`config.mk`:
```
export PLATFORM = sky130hd
export DESIGN_NAME = draw_cmd_writer_flat
export DESIGN_NICKNAME = d
export VERILOG_FILES = /design/src/rtl/draw_cmd_writer_pkg.sv /design/src/rtl/draw_cmd_writer_if.sv /design/src/rtl/draw_cmd_writer_span_encoder.sv /design/src/rtl/draw_cmd_writer.sv /design/src/flat_wrapper.sv
export SDC_FILE = /design/constraint.sdc
export NUM_CORES = 1
export LEC_CHECK = 0
export BUFFER_PORTS_ARGS = -buffer_cell sky130_fd_sc_hd__buf_2
export CORE_MARGIN = 3
export CORE_UTILIZATION = 54
export CTS_CLUSTER_DIAMETER = 40
export DETAILED_ROUTE_END_ITERATION = 7
export GPL_TIMING_DRIVEN = 1
export PLACE_DENSITY = 0.82
export SYNTH_ARGS = -nofsm -noshare
export SYNTH_HDL_FRONTEND = slang
export SYNTH_SLANG_ARGS = --single-unit
```
`constraint.sdc`:
```
create_clock -name clk -period 3.1 [get_ports clk]
set_input_delay 0.31 -clock clk [delete_from_list [all_inputs] [get_ports clk]]
set_output_delay 0.31 -clock clk [all_outputs]
set_load 0.005 [all_outputs]
```
`src/rtl/draw_cmd_writer_pkg.sv`:
```
// Shared constants for the draw-command writer: frame size, command word layout
// and FSM state encoding.
package draw_cmd_writer_pkg;

    localparam int DEF_WIDTH  = 160;
    localparam int DEF_HEIGHT = 120;

    localparam int SWAP_BIT  = 15;
    localparam int LINE_MSB  = 14;
    localparam int LINE_LSB  = 8;
    localparam int LEFT_MSB  = 7;
    localparam int LEFT_LSB  = 0;
    localparam int RIGHT_MSB = 7;
    localparam int RIGHT_LSB = 0;
    localparam int COLOR_MSB = 15;
    localparam int COLOR_LSB = 13;

    localparam logic [15:0] SWAP_WORD0 = 16'h8000;
    localparam logic [15:0] SWAP_WORD1 = 16'h0000;

    typedef enum logic [1:0] {
        ST_IDLE = 2'd0,
        ST_W0   = 2'd1,
        ST_W1   = 2'd2
    } state_e;

endpackage

```
`src/rtl/draw_cmd_writer_if.sv`:
```
// Request channel from the CPU I/O decode into the draw-command writer.
interface draw_cmd_writer_if;

    logic       req_valid;
    logic       req_ready;
    logic       req_swap;
    logic [7:0] req_x0;
    logic [7:0] req_x1;
    logic [6:0] req_y0;
    logic [6:0] req_y1;
    logic [2:0] req_color;

    modport master (
        output req_valid, req_swap, req_x0, req_x1, req_y0, req_y1, req_color,
        input  req_ready
    );

    modport slave (
        input  req_valid, req_swap, req_x0, req_x1, req_y0, req_y1, req_color,
        output req_ready
    );

endinterface

```
`src/rtl/draw_cmd_writer_span_encoder.sv`:
```
// Packs one span (or a buffer swap) into the two 16-bit command words.
module draw_span_encoder
    import draw_cmd_writer_pkg::*;
(
    input  logic        swap_i,
    input  logic [6:0]  line_i,
    input  logic [7:0]  left_i,
    input  logic [7:0]  right_i,
    input  logic [2:0]  color_i,
    output logic [15:0] word0_o,
    output logic [15:0] word1_o
);

    // Field placement for both words; swap overrides the span layout.
    always_comb begin
        word0_o = 16'h0000;
        word1_o = 16'h0000;
        if (swap_i) begin
            word0_o = SWAP_WORD0;
            word1_o = SWAP_WORD1;
        end else begin
            word0_o[SWAP_BIT]            = 1'b0;
            word0_o[LINE_MSB:LINE_LSB]   = line_i;
            word0_o[LEFT_MSB:LEFT_LSB]   = left_i;
            word1_o[COLOR_MSB:COLOR_LSB] = color_i;
            word1_o[RIGHT_MSB:RIGHT_LSB] = right_i;
        end
    end

endmodule

```
`src/rtl/draw_cmd_writer.sv`:
```
// Rasterises rectangle-fill / buffer-swap requests into span command word pairs
// and writes them into the draw unit's command queue, honouring its full flag.
module draw_cmd_writer
    import draw_cmd_writer_pkg::*;
#(
    parameter int WIDTH  = DEF_WIDTH,
    parameter int HEIGHT = DEF_HEIGHT
) (
    input  logic               clk,
    input  logic               reset,
    draw_cmd_writer_if.slave   req,
    input  logic               full_i,
    output logic               we_o,
    output logic [15:0]        data_o,
    output logic               busy_o,
    output logic [15:0]        span_count_o
);

    localparam logic [7:0] XMAX = 8'(WIDTH - 1);
    localparam logic [6:0] YMAX = 7'(HEIGHT - 1);

    state_e      state_q;
    logic [6:0]  cur_line_q;
    logic [6:0]  yb_q;
    logic [7:0]  xl_q;
    logic [7:0]  xr_q;
    logic [2:0]  color_q;
    logic        swap_q;
    logic [15:0] span_count_q;

    logic [7:0]  xl_s, xr_s, xr_raw_s;
    logic [6:0]  yt_s, yb_s, yb_raw_s;
    logic        drop_s;
    logic        accept_s;
    logic [15:0] word0_s, word1_s;

    assign req.req_ready = (state_q == ST_IDLE);
    assign accept_s      = req.req_valid && req.req_ready;

    // Order the corners, clamp the far edges and flag rectangles wholly off-screen.
    always_comb begin
        xl_s     = (req.req_x0 < req.req_x1) ? req.req_x0 : req.req_x1;
        xr_raw_s = (req.req_x0 < req.req_x1) ? req.req_x1 : req.req_x0;
        yt_s     = (req.req_y0 < req.req_y1) ? req.req_y0 : req.req_y1;
        yb_raw_s = (req.req_y0 < req.req_y1) ? req.req_y1 : req.req_y0;
        xr_s     = (xr_raw_s > XMAX) ? XMAX : xr_raw_s;
        yb_s     = (yb_raw_s > YMAX) ? YMAX : yb_raw_s;
        drop_s   = (xl_s > XMAX) || (yt_s > YMAX);
    end

    draw_span_encoder u_enc (
        .swap_i  (swap_q),
        .line_i  (cur_line_q),
        .left_i  (xl_q),
        .right_i (xr_q),
        .color_i (color_q),
        .word0_o (word0_s),
        .word1_o (word1_s)
    );

    // Command FSM: latch request, walk lines, stall on full, count finished spans.
    always_ff @(posedge clk) begin
        if (reset) begin
            state_q      <= ST_IDLE;
            cur_line_q   <= 7'd0;
            yb_q         <= 7'd0;
            xl_q         <= 8'd0;
            xr_q         <= 8'd0;
            color_q      <= 3'd0;
            swap_q       <= 1'b0;
            span_count_q <= 16'd0;
        end else begin
            case (state_q)
                ST_IDLE: begin
                    if (accept_s && req.req_swap) begin
                        swap_q  <= 1'b1;
                        state_q <= ST_W0;
                    end else if (accept_s && !drop_s) begin
                        swap_q     <= 1'b0;
                        xl_q       <= xl_s;
                        xr_q       <= xr_s;
                        cur_line_q <= yt_s;
                        yb_q       <= yb_s;
                        color_q    <= req.req_color;
                        state_q    <= ST_W0;
                    end else begin
                        state_q <= ST_IDLE;
                    end
                end
                ST_W0: begin
                    if (!full_i) begin
                        state_q <= ST_W1;
                    end else begin
                        state_q <= ST_W0;
                    end
                end
                ST_W1: begin
                    if (!full_i) begin
                        if (!swap_q) begin
                            span_count_q <= span_count_q + 16'd1;
                        end
                        if (swap_q || (cur_line_q == yb_q)) begin
                            state_q <= ST_IDLE;
                        end else begin
                            cur_line_q <= cur_line_q + 7'd1;
                            state_q    <= ST_W0;
                        end
                    end else begin
                        state_q <= ST_W1;
                    end
                end
                default: state_q <= ST_IDLE;
            endcase
        end
    end

    // The word on data_o comes straight from registered state; we is gated by
    // full in the same cycle so a word is never offered to a full queue.
    always_comb begin
        we_o   = 1'b0;
        data_o = 16'h0000;
        case (state_q)
            ST_W0: begin
                we_o   = !full_i;
                data_o = word0_s;
            end
            ST_W1: begin
                we_o   = !full_i;
                data_o = word1_s;
            end
            default: begin
                we_o   = 1'b0;
                data_o = 16'h0000;
            end
        endcase
    end

    assign busy_o       = (state_q != ST_IDLE);
    assign span_count_o = span_count_q;

endmodule

```
`src/flat_wrapper.sv`:
```
// flat-port wrapper written by rule: the top's interface ports become plain ports
module draw_cmd_writer_flat import draw_cmd_writer_pkg::*;
#(
    parameter int WIDTH  = DEF_WIDTH,
    parameter int HEIGHT = DEF_HEIGHT
)
  (clk, reset, full_i, we_o, data_o, busy_o, span_count_o, req_req_valid, req_req_swap, req_req_x0, req_req_x1, req_req_y0, req_req_y1, req_req_color, req_req_ready);
  draw_cmd_writer_if req_i ();
  input  logic clk;
  input  logic reset;
  input  logic full_i;
  output logic we_o;
  output logic [15:0] data_o;
  output logic busy_o;
  output logic [15:0] span_count_o;
  input wire logic [$bits(req_i.req_valid)-1:0] req_req_valid;
  input wire logic [$bits(req_i.req_swap)-1:0] req_req_swap;
  input wire logic [$bits(req_i.req_x0)-1:0] req_req_x0;
  input wire logic [$bits(req_i.req_x1)-1:0] req_req_x1;
  input wire logic [$bits(req_i.req_y0)-1:0] req_req_y0;
  input wire logic [$bits(req_i.req_y1)-1:0] req_req_y1;
  input wire logic [$bits(req_i.req_color)-1:0] req_req_color;
  output wire logic [$bits(req_i.req_ready)-1:0] req_req_ready;
  assign req_i.req_valid = req_req_valid;
  assign req_i.req_swap = req_req_swap;
  assign req_i.req_x0 = req_req_x0;
  assign req_i.req_x1 = req_req_x1;
  assign req_i.req_y0 = req_req_y0;
  assign req_i.req_y1 = req_req_y1;
  assign req_i.req_color = req_req_color;
  assign req_req_ready = req_i.req_ready;
  draw_cmd_writer #(.WIDTH(WIDTH), .HEIGHT(HEIGHT)) u_core (.clk(clk), .reset(reset), .req(req_i), .full_i(full_i), .we_o(we_o), .data_o(data_o), .busy_o(busy_o), .span_count_o(span_count_o));
endmodule
```
==> results_dict.tcl <==
set metrics [dict create \
    switching_power_uw 477 \
    hold_buffers 0 \
    slew_headroom 0.342 \
    design_area_sq_um 3710 \
    p_clk_frac 0.285 \
    drive_above_1_share 0.213 \
    cts.path.max_buffers 2 \
    viasPerCell 5.62 \
    ys_ff_latch 52 \
    antenna_cells 0 \
    placement.io_buffers 72 \
    syn_inst 382 \
    cap_violations 0 \
    grt_pass1_vias 2665 \
    final_antenna_net_count 0 \
    clk_pin_slew_ns 0.10 \
    die_area_sq_um 6860 \
    outcome "finished, final reports clean" \
    grt_use_total 0.207 \
    hold_viol_final 0 \
    setup_tns_ns 0 \
    grt_overflow_total 0 \
    critical_path_class "register to register" \
    synth.top_cell.area_share 0.326 \
    placed_area_sq_um 3610 \
    dr.pass1.iters 4 \
    crit_path_end_kind "register" \
    fin_crit_sh 0.797 \
    skew_ns 0.00770 \
    core-area_sq_um 5610 \
    grt_max_degree 59 \
    crit_chain "inv_1, ha_1, nor3b_2, o41ai_1, a21oi_1, nand2b_1, o31ai_1" \
    cts_setup_buffers 0 \
    avgSynthCellArea_sq_um 8.35 \
    cp_slowest_cell "a21oi_1" \
    fin_util 0.662 \
    synth_edf_count 0 \
    hp-class "input pin to register" \
    synthTopCellsByCount "nor2_1, dfxtp_1, mux2i_1" \
    cts_tree "built" \
    met2_usage 0.345 \
    synth-seq-area-share 0.326 \
    initial_core_util 0.569 \
    crit_arrival_ns 2.68 \
    dp_slack_ns 0.487 \
    root_buffer "clkbuf_8" \
    drv_slew 0 \
    numCtsBuffers 5 \
    finalWeightedCongestion 0.814 \
    powerDensity_nw_per_um2 430 \
    timing.fmax_mhz 405 \
    ctsResizeCount 0 \
    synth.top_cells.by_area "dfxtp_1, mux2i_1, ha_1" \
    crit_path_start_kind "register" \
    yosysUniqueCellTypes 38 \
    critPathRequiredTime_ns 3.31 \
    power_frac_seq 0.469 \
    p_total_mw 1.60 \
    clkLatencyLatePin_ns 0.29 \
    die_width_um 82.9 \
    hpwl_mm 5.53 \
    synth_flop_cell "dfxtp_1" \
    path_max_fanout 8 \
    die_h_um 82.9 \
    nNetsFinal 503 \
    ys_warn_count 0 \
    swShare 0.298 \
    detail_route.iter0.violations 180 \
    critPathMaxStageDelay_ns 0.54 \
    async_flop_share 0 \
    area_growth_pct 16.4 \
    met3_usage 0.0427 \
    synth_nets 439 \
    combPwrFrac 0.247 \
    worstMarginPinSlew_ns 0.987 \
    leakage_nw 1.72 \
    cts.sinks 52 \
    ctsHtreeMaxLevel 2 \
    setup_ws_ns 0.629 \
    rsz0062_at_grt "no" \
    p_int_mw 1.12 \
    met1_usage 0.283 \
    wl_per_cell_um 13.8 \
    peakVddDrop_mv 0.258 \
    vias 2916 \
    grt_pass1_wl_mm 12.2 \
    route.detailed.drc 0 \
    post-route-min-period_ns 2.47 \
    placementRows 27 \
    busiest_layer "met2" \
    synth.most_common_cell "nor2_1" \
    syn_area_sq_um 3190 \
    detail_route.wirelength_mm 7.16 \
    io_pins 73 \
    yosysTopAreaCell "dfxtp_1" \
    grt_antenna_before_repair 0 \
    final-setup-viol-count 0 \
]
[worst paths after layout]
check                     from              endpoint  slack [ns]  cells past startpoint
max          u_core.state_q[0]  u_core.cur_line_q[4]        0.63                      7
min           req_req_color[0]     u_core.color_q[0]        0.25                      3
max reg2reg  u_core.state_q[0]  u_core.cur_line_q[4]        0.63                      7
min reg2reg     u_core.xl_q[1]        u_core.xl_q[1]        0.50                      2
[critical path, delay by kind of cell, from the launching register on]
family,cells,cell delay (ns)
adder cells (fa/ha/maj),1,0.17
flip-flops,1,0.34
AND/OR/NAND/NOR,2,0.76
AO/OA/AOI/OAI,3,1.03
buffers and inverters,1,0.08
[kinds of logic (layout without fill, tap and decap cells)]
kind of cell,after synthesis,in the layout,synth area share
simple gates,127,127,0.191
compound gates,83,83,0.179
flops,52,52,0.326
buf+inv,43,108,0.0537
mux,37,37,0.118
xor+xnor,21,21,0.0577
fa+ha+maj,19,19,0.0745
[state kept, by name, indices dropped and copies added, names as in the netlist]
| signal | cells |
|---|---|
| u_core.xl_q | 8 |
| u_core.span_count_o | 16 |
| u_core.xr_q | 8 |
| u_core.swap_q | 1 |
| u_core.yb_q | 7 |
| u_core.state_q | 2 |
| u_core.color_q | 3 |
| u_core.cur_line_q | 7 |
[power groups by stage]
stage	logic [mW]	clock network, mW	registers [mW]
2_1_floorplan	0.284	0	0.753
3_3_place_gp	0.380	0	0.762
3_5_place_dp	0.392	0	0.764
4_1_cts	0.393	0.457	0.749
5_1_grt	0.442	0.488	0.755
6_report	0.394	0.455	0.749
[routing by layer]
layer | part of all wire | vias to the layer above
met1 | 0.47 | 1353
met5 | 0 | -
met2 | 0.47 | 75
met4 | 0.0047 | 0
li1 | - | 1486
met3 | 0.049 | 2
[layout by cell type (no fill, tap or decap), drive strengths merged, types with 12 or more instances in the layout]
cell and instances:
xor2 12, a211oi 16, ha 19, and3 13
mux2i 33, dfxtp 52, inv 22, a21oi 14
nand2 15, nor2 60, o21ai 19, buf 78
[area by class of cell]
class                      instances  area [sq um]
multi-input combinational        287          1990
fill                             493          1890
sequential                        52          1040
timing repair buffer              78           405
tap                               72          90.1
inverter                          22          82.6
clock buffer                       6          72.6
clock inverter                     2          35.0
[through the flow]
step	hold slack, ns	cells
CTS	0.258	519
floorplan	0.457	382
detailed placement	0.489	511
global route	0.266	519
global placement	0.472	511
finish	0.255	519
Power figures use the tool's default switching activity.
